<file path="src/rtl/alu_arbiter.sv">
`default_nettype none
// ----------------------------------------------------------------------------
// alu_arbiter : round-robin sequencer sharing one alu between NREQ requesters.
// Optional EXEC watchdog enabled by macro ALU_ARB_TIMEOUT_EN.     Rev 1.0
// ----------------------------------------------------------------------------
module alu_arbiter #(
  parameter int NREQ           = 4,
  parameter int N              = 32,
  parameter int WIDTH_OPCODE   = 4,
  parameter int TIMEOUT_CYCLES = 64
) (
  input  logic                         clk,
  input  logic                         rst,
  input  logic [NREQ-1:0]              req,
  input  logic [NREQ*WIDTH_OPCODE-1:0] req_opcode,
  input  logic [NREQ*N-1:0]            req_dataA,
  input  logic [NREQ*N-1:0]            req_dataB,
  input  logic [NREQ*N-1:0]            req_imm,
  output logic [NREQ-1:0]              req_ack,
  output logic [NREQ-1:0]              resp_valid,
  output logic [N-1:0]                 resp_data,
  output logic                         resp_zero,
  output logic                         resp_err,
  output logic                         busy,
  output logic                         alu_en,
  output logic [WIDTH_OPCODE-1:0]      alu_opcode,
  output logic [N-1:0]                 alu_dataA,
  output logic [N-1:0]                 alu_dataB,
  output logic [N-1:0]                 alu_imm,
  input  logic                         alu_valid,
  input  logic                         alu_zero,
  input  logic [N-1:0]                 alu_data
);

  localparam int              IDXW     = (NREQ > 1) ? $clog2(NREQ) : 1;
  localparam logic [NREQ-1:0] ONE_HOT0 = NREQ'(1);

  typedef enum logic [1:0] {
    IDLE = 2'd0,
    EXEC = 2'd1,
    RESP = 2'd2
  } state_t;

  state_t          state;
  logic [IDXW-1:0] ptr;
  logic [IDXW-1:0] gnt;
  logic [IDXW-1:0] pick;
  logic            found;
  logic            op_err;

  logic [WIDTH_OPCODE-1:0] op_arr  [NREQ];
  logic [N-1:0]            a_arr   [NREQ];
  logic [N-1:0]            b_arr   [NREQ];
  logic [N-1:0]            imm_arr [NREQ];

  for (genvar i = 0; i < NREQ; i++) begin : g_unpack
    assign op_arr[i]  = req_opcode[i*WIDTH_OPCODE +: WIDTH_OPCODE];
    assign a_arr[i]   = req_dataA[i*N +: N];
    assign b_arr[i]   = req_dataB[i*N +: N];
    assign imm_arr[i] = req_imm[i*N +: N];
  end

  function automatic logic op_supported(input logic [WIDTH_OPCODE-1:0] op);
    return (op <= WIDTH_OPCODE'(6)) || (op == WIDTH_OPCODE'(9)) ||
           (op == WIDTH_OPCODE'(11)) || (op == WIDTH_OPCODE'(14)) ||
           (op == WIDTH_OPCODE'(15));
  endfunction

  // First set request at or above ptr, wrapping past NREQ-1.
  always_comb begin
    found = 1'b0;
    pick  = ptr;
    for (int k = 0; k < NREQ; k++) begin
      if (!found && req[(int'(ptr) + k) % NREQ]) begin
        found = 1'b1;
        pick  = IDXW'((int'(ptr) + k) % NREQ);
      end
    end
  end

  assign busy = (state != IDLE);

`ifdef ALU_ARB_TIMEOUT_EN
  localparam int CNTW = $clog2(TIMEOUT_CYCLES + 1);
  logic [CNTW-1:0] to_cnt;
`endif

  always_ff @(posedge clk or posedge rst) begin
    if (rst) begin
      state      <= IDLE;
      ptr        <= '0;
      gnt        <= '0;
      op_err     <= 1'b0;
      req_ack    <= '0;
      resp_valid <= '0;
      resp_data  <= '0;
      resp_zero  <= 1'b0;
      resp_err   <= 1'b0;
      alu_en     <= 1'b0;
      alu_opcode <= '0;
      alu_dataA  <= '0;
      alu_dataB  <= '0;
      alu_imm    <= '0;
`ifdef ALU_ARB_TIMEOUT_EN
      to_cnt     <= '0;
`endif
    end else begin
      req_ack    <= '0;
      resp_valid <= '0;
      case (state)
        IDLE: begin
          if (found) begin
            gnt        <= pick;
            alu_opcode <= op_arr[pick];
            alu_dataA  <= a_arr[pick];
            alu_dataB  <= b_arr[pick];
            alu_imm    <= imm_arr[pick];
            op_err     <= !op_supported(op_arr[pick]);
            alu_en     <= op_supported(op_arr[pick]);
            req_ack    <= ONE_HOT0 << pick;
            state      <= EXEC;
`ifdef ALU_ARB_TIMEOUT_EN
            to_cnt     <= '0;
`endif
          end
        end
        EXEC: begin
          // Unsupported ops spend this cycle with alu_en low, then report err.
          if (op_err) begin
            resp_valid <= ONE_HOT0 << gnt;
            resp_data  <= '0;
            resp_zero  <= 1'b0;
            resp_err   <= 1'b1;
            state      <= RESP;
          end else if (alu_valid) begin
            alu_en     <= 1'b0;
            resp_valid <= ONE_HOT0 << gnt;
            resp_data  <= alu_data;
            resp_zero  <= alu_zero;
            resp_err   <= 1'b0;
            state      <= RESP;
          end
`ifdef ALU_ARB_TIMEOUT_EN
          else if (to_cnt == CNTW'(TIMEOUT_CYCLES - 1)) begin
            alu_en     <= 1'b0;
            resp_valid <= ONE_HOT0 << gnt;
            resp_data  <= '0;
            resp_zero  <= 1'b0;
            resp_err   <= 1'b1;
            state      <= RESP;
          end else begin
            to_cnt     <= to_cnt + 1'b1;
          end
`endif
        end
        RESP: begin
          ptr       <= (gnt == IDXW'(NREQ - 1)) ? '0 : gnt + 1'b1;
          resp_data <= '0;
          resp_zero <= 1'b0;
          resp_err  <= 1'b0;
          state     <= IDLE;
        end
        default: state <= IDLE;
      endcase
    end
  end

endmodule
`default_nettype wire

</file>
<file path="config.mk">
export PLATFORM = sky130hd
export DESIGN_NAME = alu_arbiter
export DESIGN_NICKNAME = d
export VERILOG_FILES = /design/src/rtl/alu_arbiter.sv
export SDC_FILE = /design/constraint.sdc
export NUM_CORES = 1
export LEC_CHECK = 0
export CORE_AREA = 4 4 223 225
export DETAILED_ROUTE_END_ITERATION = 16
export DIE_AREA = 0 0 227 229
export GPL_TIMING_DRIVEN = 0
export SYNTH_ARGS = -nofsm -noshare
export SYNTH_HDL_FRONTEND = slang
export SYNTH_SLANG_ARGS = --single-unit
</file>
<file path="constraint.sdc">
create_clock -name clk -period 5.8 [get_ports clk]
set_clock_uncertainty 0.2 [all_clocks]
set_input_delay 1.16 -clock clk [delete_from_list [all_inputs] [get_ports clk]]
set_output_delay 1.16 -clock clk [all_outputs]
set_load 0.1 [all_outputs]
</file>
==> results of run 1 <==
==> logic make-up after synthesis <==
group           share of synthesized area, %
simple gates                            15.9
flops                                   46.3
mux                                     28.2
buf+inv                                 3.67
compound gates                          5.34
fa+ha+maj                              0.617
==> sequential cells by signal (all words and copies together) (netlist names), 4 cells and up <==
name / cells
alu_dataA: 32
alu_dataB: 32
alu_imm: 32
resp_data: 32
alu_opcode: 4
req_ack: 4
resp_valid: 4
==> critical path, delay by kind of cell <==
kind                   cells  cell delay [ns]
AO/OA/AOI/OAI              1             0.55
buffers and inverters      3             1.51
multiplexers               1             0.41
AND/OR/NAND/NOR            3             0.44
==> report_power, final <==
part / total, mW / internal [mW] / leakage [nW] / switching (mW)
sequential: 1.87 / 1.57 / 1.89 / 0.296
clock: 1.10 / 0.626 / 0.270 / 0.472
combinational: 7.44 / 2.08 / 4.20 / 5.36
total: 10.4 / 4.28 / 6.36 / 6.13
==> Yosys cell counts <==
cell type and count:
nor3b_1 1, buf_2 13, ha_1 4, a31oi_1 1
o21ai_0 4, a21oi_1 1, mux2_2 1, or2_2 1
nor2_1 10, o21ai_1 2, a22o_1 33, inv_1 5
nor2b_1 4, o221ai_4 1, o211ai_1 1, and2_1 4
mux2i_1 2, a21oi_2 2, a31o_1 1, clkbuf_1 27
a21o_1 1, dfrtp_1 150, nand2b_1 1, nor3_1 3
and3_1 1, buf_6 10, o41ai_4 1, nand4b_1 1
nand2_1 307, o31ai_1 1, mux4_2 100
==> through the flow <==
stage | std cells | setup WS [ns] | setup TNS [ns] | hold slack, ns
2_1_floorplan | 694 | 0.404 | 0 | 0.278
3_3_place_gp | 1892 | -1.94 | -287.02 | 0.259
3_5_place_dp | 1894 | 1.23 | 0 | 0.261
4_1_cts | 1926 | 1.74 | 0 | 0.276
5_1_grt | 1926 | 1.68 | 0 | 0.293
6_report | 1927 | 1.83 | 0 | 0.270
==> layer usage <==
metal  share of wire [%]  vias to the layer above  global-route usage [%]
met1                  39                     3916                    17.5
met3                 8.1                       39                    4.83
met5               0.033                        -                       0
li1                    -                     3677                       -
met2                  51                      336                    26.0
met4                 1.9                        2                    4.54
==> placed cells by master, fill, tap and decap left out, drive strengths merged, types with 2 or more instances in the layout <==
cell type,count
clkdlybuf4s50,583
nand2,307
dfrtp,150
mux4,100
clkbuf,50
a22o,33
buf,25
nor2,10
inv,7
o21ai,6
nor2b,4
and2,4
ha,4
a21oi,3
nor3,3
clkinvlp,3
clkinv,3
mux2i,2
==> cell type report <==
class,instances,area [um^2]
fill,4834,32200
timing repair buffer,585,5870
multi-input combinational,489,4060
sequential,150,3750
tap,615,769
clock buffer,23,478
buffer,50,279
clock inverter,9,92.6
inverter,5,23.8
antenna,1,2.50
==> worst paths after layout <==
check / to / slack, ns / depth (start not counted)
max: alu_dataA[21] / 1.83 / 8
max in group asynchronous: alu_dataA[16] / 3.56 / 3
max reg2reg: alu_dataA[21] / 2.73 / 7
min reg2reg: alu_dataB[4] / 0.27 / 2
min in group asynchronous: alu_imm[20] / 0.97 / 2
min: alu_dataB[4] / 0.27 / 2
==> summary.md, run 1 <==
| Metric | Value |
|---|---|
| Status | `completed` |
| IO buf count | `583` |
| Via density | `4.14` |
| Hold Startpoint | `alu_dataB[4]` |
| Setup Buffers After CTS | `0` |
| CTS resizes | `0` |
| Final Util | `32.3%` |
| Final Wtd Congestion | `0.904` |
| Slew headroom | `18.5%` |
| CP peak stage delay | `0.55 ns` |
| Clock latency at the later pin of the worst-skew pair | `0.45 ns` |
| Fin crit share | `68.5%` |
| Worst EP required | `5.94 ns` |
| I/O pins | `584` |
| Reg clk slew, reported paths | `0.06 ns` |
| CTS sink cnt | `150` |
| Sequential share of the synthesized area | `46.3%` |
| Routed WL | `39,500 um` |
| Slew @ Worst Pin | `1.22 ns` |
| Fmax | `252 MHz` |
| Worst VDD drop | `0.000257 V` |
| Critical-path cell list | `clkdlybuf4s50_1 -> nor2b_1 -> o41ai_4 -> buf_2 -> buf_2 -> mux4_2 -> nand2_1 -> nand2_1` |
| Die Area | `0.0520 mm^2` |
| Syn Inst Count | `694` |
| Power Dens Cells | `679 mW/mm^2` |
| Final Cell Area | `0.0153 mm^2` |
| Layout area overhead | `89.1%` |
| P_leak | `6.36 nW` |
| Syn Nets | `1,138` |
| Die W | `227 um` |
| CTS Buf Count | `17` |
| Hold buffers post-CTS | `0` |
| Gr usage total | `15.0%` |
| Critical path launch point | `req[0]` |
| 1st-iter DRT viols | `354` |
| Root Buffer | `clkbuf_16` |
| Drt pass-1 iters | `4` |
| Min-Delay Path Class | `register to register` |
| Library cells used by synthesis | `31` |
| Pins over their slew limit | `0` |
| Share of layout cells above drive strength 1 | `12.4%` |
| RSZ-0062 raised after global routing | `false` |
| Tmin final | `3.97 ns` |
| Peak fanout along the critical path | `10` |
| Nets | `1,742` |
| Critical Path Slowest Stage Cell | `o41ai_4` |
| Yosys reg bits | `150` |
| Vias | `7,970` |
| Worst Path Arrival | `4.11 ns` |
| Post-route antenna net violation count | `0` |
| Max clock buf depth | `2` |
| First-pass GRT wire length | `57,300 um` |
| CTS tree | `done` |
| Initial Utilization | `17.1%` |
| Critical path endpoint category | `register` |
| Yosys Warn Count | `0` |
| # setup viols final | `0` |
| Critical path startpoint category | `input pin` |
| Final Hold Viols | `0` |
| Site Rows | `80` |
| Setup CP Type | `input pin to register` |
| Ranking of synthesized cells by area | `dfrtp_1, mux4_2, nand2_1` |
| Pin count of the biggest net entering global routing | `82` |
| Post-detailed-route DRC marker count | `0` |
| Cell Area, Synth | `0.00811 mm^2` |
| Antenna violations before repair | `4` |
| Synth top area share | `46.3%` |
| Placed inst area | `0.0148 mm^2` |
| Overall die height | `229 um` |
| # Max-Cap Violations | `0` |
| Pwr Total | `10.4 mW` |
| Synth Area per Inst | `11.7 um^2` |
| Final HPWL DP | `32,600 um` |
| Core Area | `0.0475 mm^2` |
| Yosys top cell by area | `dfrtp_1` |
| Total grt overflow | `0` |
| H-tree levels | `4` |
| Vias in the first global route | `8,934` |
| FF-to-FF Start | `ptr[0]` |
| DR WL/cell | `20.5 um` |
(Power assumes the default switching activity.)
==> run 2, diff against run 1 <==
--- a/config.mk
+++ b/config.mk
@@ -5,9 +5,9 @@
 export SDC_FILE = /design/constraint.sdc
 export NUM_CORES = 1
 export LEC_CHECK = 0
-export CORE_AREA = 4 4 223 225
+export CORE_AREA = 4 4 226 228
 export DETAILED_ROUTE_END_ITERATION = 16
-export DIE_AREA = 0 0 227 229
+export DIE_AREA = 0 0 230 232
 export GPL_TIMING_DRIVEN = 0
 export SYNTH_ARGS = -nofsm -noshare
 export SYNTH_HDL_FRONTEND = slang
==> constraint.sdc (replaced) <==
create_clock -name clk -period 3.2 [get_ports clk]
set_clock_uncertainty 0.2 [all_clocks]
set_input_delay 0.64 -clock clk [delete_from_list [all_inputs] [get_ports clk]]
set_output_delay 0.64 -clock clk [all_outputs]
set_load 0.1 [all_outputs]
==> run 2 against run 1 <==
Against the previous run:
- final cell count grew 2.8%
- non-clock buffer count rose by 4
- core utilization is 0.46 points lower
- clock-buffer cell count fell by 6
- sequential power is 81% higher
- clock power increased by 100%
- wire length shrank 1.9%
- setup slack got worse by 1.7 ns
- die area rose by 2.6%
- first-iteration DRC count fell by 10%
- final area grew 1.3%
- critical path type is now register to output pin
- total power rose by 84%
==> summary.md, run 2 (synthesis results as in run 1) <==
| Metric | Value |
|---|---|
| # setup viols final | `0 (unchanged)` |
| Fin crit share | `96.8%` |
| Power Dens Cells | `1230 mW/mm^2 (+81%)` |
| Core Area | `0.0488 mm^2 (+2.7%)` |
| Gr usage total | `14.1% (-0.82 points)` |
| Final Wtd Congestion | `0.866 (-4.3%)` |
| Worst VDD drop | `0.000485 V (+89%)` |
| Fmax | `323 MHz` |
| Pins over their slew limit | `0 (unchanged)` |
| CP peak stage delay | `0.99 ns (+0.44 ns)` |
| Via density | `4.05 (-2.1%)` |
| Met1 usage | `16.0% (-1.5 points)` |
| M2 GR Usage | `24.4% (-1.6 points)` |
| Status | `completed` |
| IO buf count | `583 (unchanged)` |
| DR WL/cell | `19.6 um (-4.6%)` |
| Worst Path Arrival | `2.26 ns (-1.85 ns)` |
| Commonest non-fill, non-tap cell in the layout | `clkdlybuf4s50_1` |
| Reg clk slew, reported paths | `0.07 ns (about the same)` |
| Commonest cells after routing, fill and taps aside | `clkdlybuf4s50_1, nand2_1, dfrtp_1` |
| Tmin final | `3.10 ns` |
| Max clock buf depth | `2 (unchanged)` |
| Worst setup endpoint | `busy` |
| R2r setup slk | `0.69 ns (-2.04 ns)` |
| Final setup TNS | `0 ns (unchanged)` |
| Placed inst area | `0.0149 mm^2 (+0.65%)` |
| Die W | `230 um (+1.3%)` |
| H-tree levels | `4 (unchanged)` |
| I/O pins | `584 (unchanged)` |
| R2R cell count | `8 (+1)` |
| Site Rows | `81 (+1.3%)` |
| Endpoint of the worst-slack reg-to-reg timing path | `alu_dataA[27]` |
| Vias in the first global route | `8,960 (+0.29%)` |
| FF-to-FF Start | `ptr[0]` |
| Busiest layer in global routing | `met2` |
| Post-detailed-route DRC marker count | `0 (unchanged)` |
| Cells after DPL | `1,945 (+2.7%)` |
| Post-route antenna net violation count | `0 (unchanged)` |
| Slew @ Worst Pin | `1.22 ns (+0.00536 ns)` |
| Final HPWL DP | `32,300 um (-1.1%)` |
| Setup CP Type | `register to output pin` |
| Hold Startpoint | `alu_dataA[8]` |
| Nets | `1,746 (+0.23%)` |
| Pre-CTS WS | `-0.831 ns (-2.06 ns)` |
| Final Cell Area | `0.0155 mm^2 (+1.3%)` |
| Die Area | `0.0534 mm^2 (+2.6%)` |
| Final Instance Count excl. Fillers | `1,980 (+2.8%)` |
| Initial Utilization | `16.6% (-0.46 points)` |
| Grt met3 use | `5.30% (+0.47 points)` |
| Drt pass-1 iters | `4 (unchanged)` |
| Critical path endpoint category | `output pin` |
| CTS Buf Count | `17 (unchanged)` |
| Clock latency at the later pin of the worst-skew pair | `0.47 ns (+0.02 ns)` |
| Layout area overhead | `91.5%` |
| CTS tree | `done` |
| RSZ-0062 raised after global routing | `false` |
| Vias | `8,017 (+0.59%)` |
| # Max-Cap Violations | `0 (unchanged)` |
| CTS sink cnt | `150 (unchanged)` |
| First-pass GRT wire length | `55,900 um (-2.3%)` |
| Critical Path Slowest Stage Cell | `clkdlybuf4s50_1` |
| Overall die height | `232 um (+1.3%)` |
| Min-Delay Path Class | `register to register` |
| Peak fanout along the critical path | `5 (-5)` |
| Setup ws final | `0.103 ns (-1.72 ns)` |
| Antenna violations before repair | `0 (-4)` |
| Critical path launch point | `state[0]` |
| Slew headroom | `18.1% (-0.36 points)` |
| 1st-iter DRT viols | `318 (-10%)` |
| Share of layout cells above drive strength 1 | `12.9% (+0.57 points)` |
| Fill count | `5,054 (+4.6%)` |
| P_leak | `6.43 nW (+0.96%)` |
| Final Hold Viols | `0 (unchanged)` |
| Worst EP required | `2.36 ns (-3.58 ns)` |
| Critical-path cell list | `or2_2 -> clkdlybuf4s50_1` |
| Root Buffer | `clkbuf_16` |
| Total grt overflow | `0 (unchanged)` |
| Pin count of the biggest net entering global routing | `41 (-50%)` |
| Routed WL | `38,700 um (-1.9%)` |
| Critical path startpoint category | `register` |
==> run 2: critical path, delay by kind of cell, from the launching register on <==
| kind | cells | cell delay [ns] |
|---|---|---|
| flops | 1 | 0.44 |
| buf+inv | 1 | 0.99 |
| simple gates | 1 | 0.35 |
==> run 2: how the worst min path moves through the flow <==
stage / end / cells past startpoint
final: alu_dataA[8] / 2
after global routing: alu_imm[17] / 2
after CTS: alu_dataB[27] / 2
after detailed placement: alu_dataA[14] / 2
after global placement: alu_imm[24] / 2
after floorplan: resp_err / 1
==> run 2: where the power goes <==
part | leakage [nW] | switching [mW] | internal (mW)
Clock | 0.305 | 0.915 | 1.32
Sequential | 1.89 | 0.538 | 2.85
Combinational | 4.23 | 9.69 | 3.80
==> run 2: what timing repair did <==
action / CTS / global route
setup endpoints to repair: 96 / 56
resized for setup: 3 / 3
setup buffers: 0 / 2
hold buffers: 0 / 0
pin swaps: 0 / 2
cloned: 0 / 0
==> run 2: area by class of cell <==
cell class | instances | area [um^2] | share of cell area [%]
Clock inverter | 15 | 218 | 1.40
Sequential cell | 150 | 3750 | 24.2
Tap cell | 664 | 831 | 5.35
Buffer | 50 | 289 | 1.86
Inverter | 5 | 22.5 | 0.145
Multi-Input combinational cell | 489 | 4060 | 26.1
Clock buffer | 17 | 425 | 2.74
Timing Repair Buffer | 589 | 5930 | 38.2
Antenna cell | 1 | 2.50 | 0.0161
==> run 2: metal layers <==
metal  share of wire (%)  wire length [um]  vias up
li1                    -                 -     3682
met1                  38             14900     3936
met2                  50             19500      356
met3                 8.5              3280       43
met4                 2.7              1050        0
met5                   0                 0        -
==> run 2: stage by stage <==
stage | power, mW | util [%] | hold WS [ns]
floorplan | 13.1 | - | 0.278
global placement | 17.0 | 30.3 | 0.259
detailed placement | 17.1 | 30.4 | 0.261
CTS | 19.4 | 31.7 | 0.277
global route | 20.1 | 31.8 | 0.290
finish | 19.1 | 31.8 | 0.271
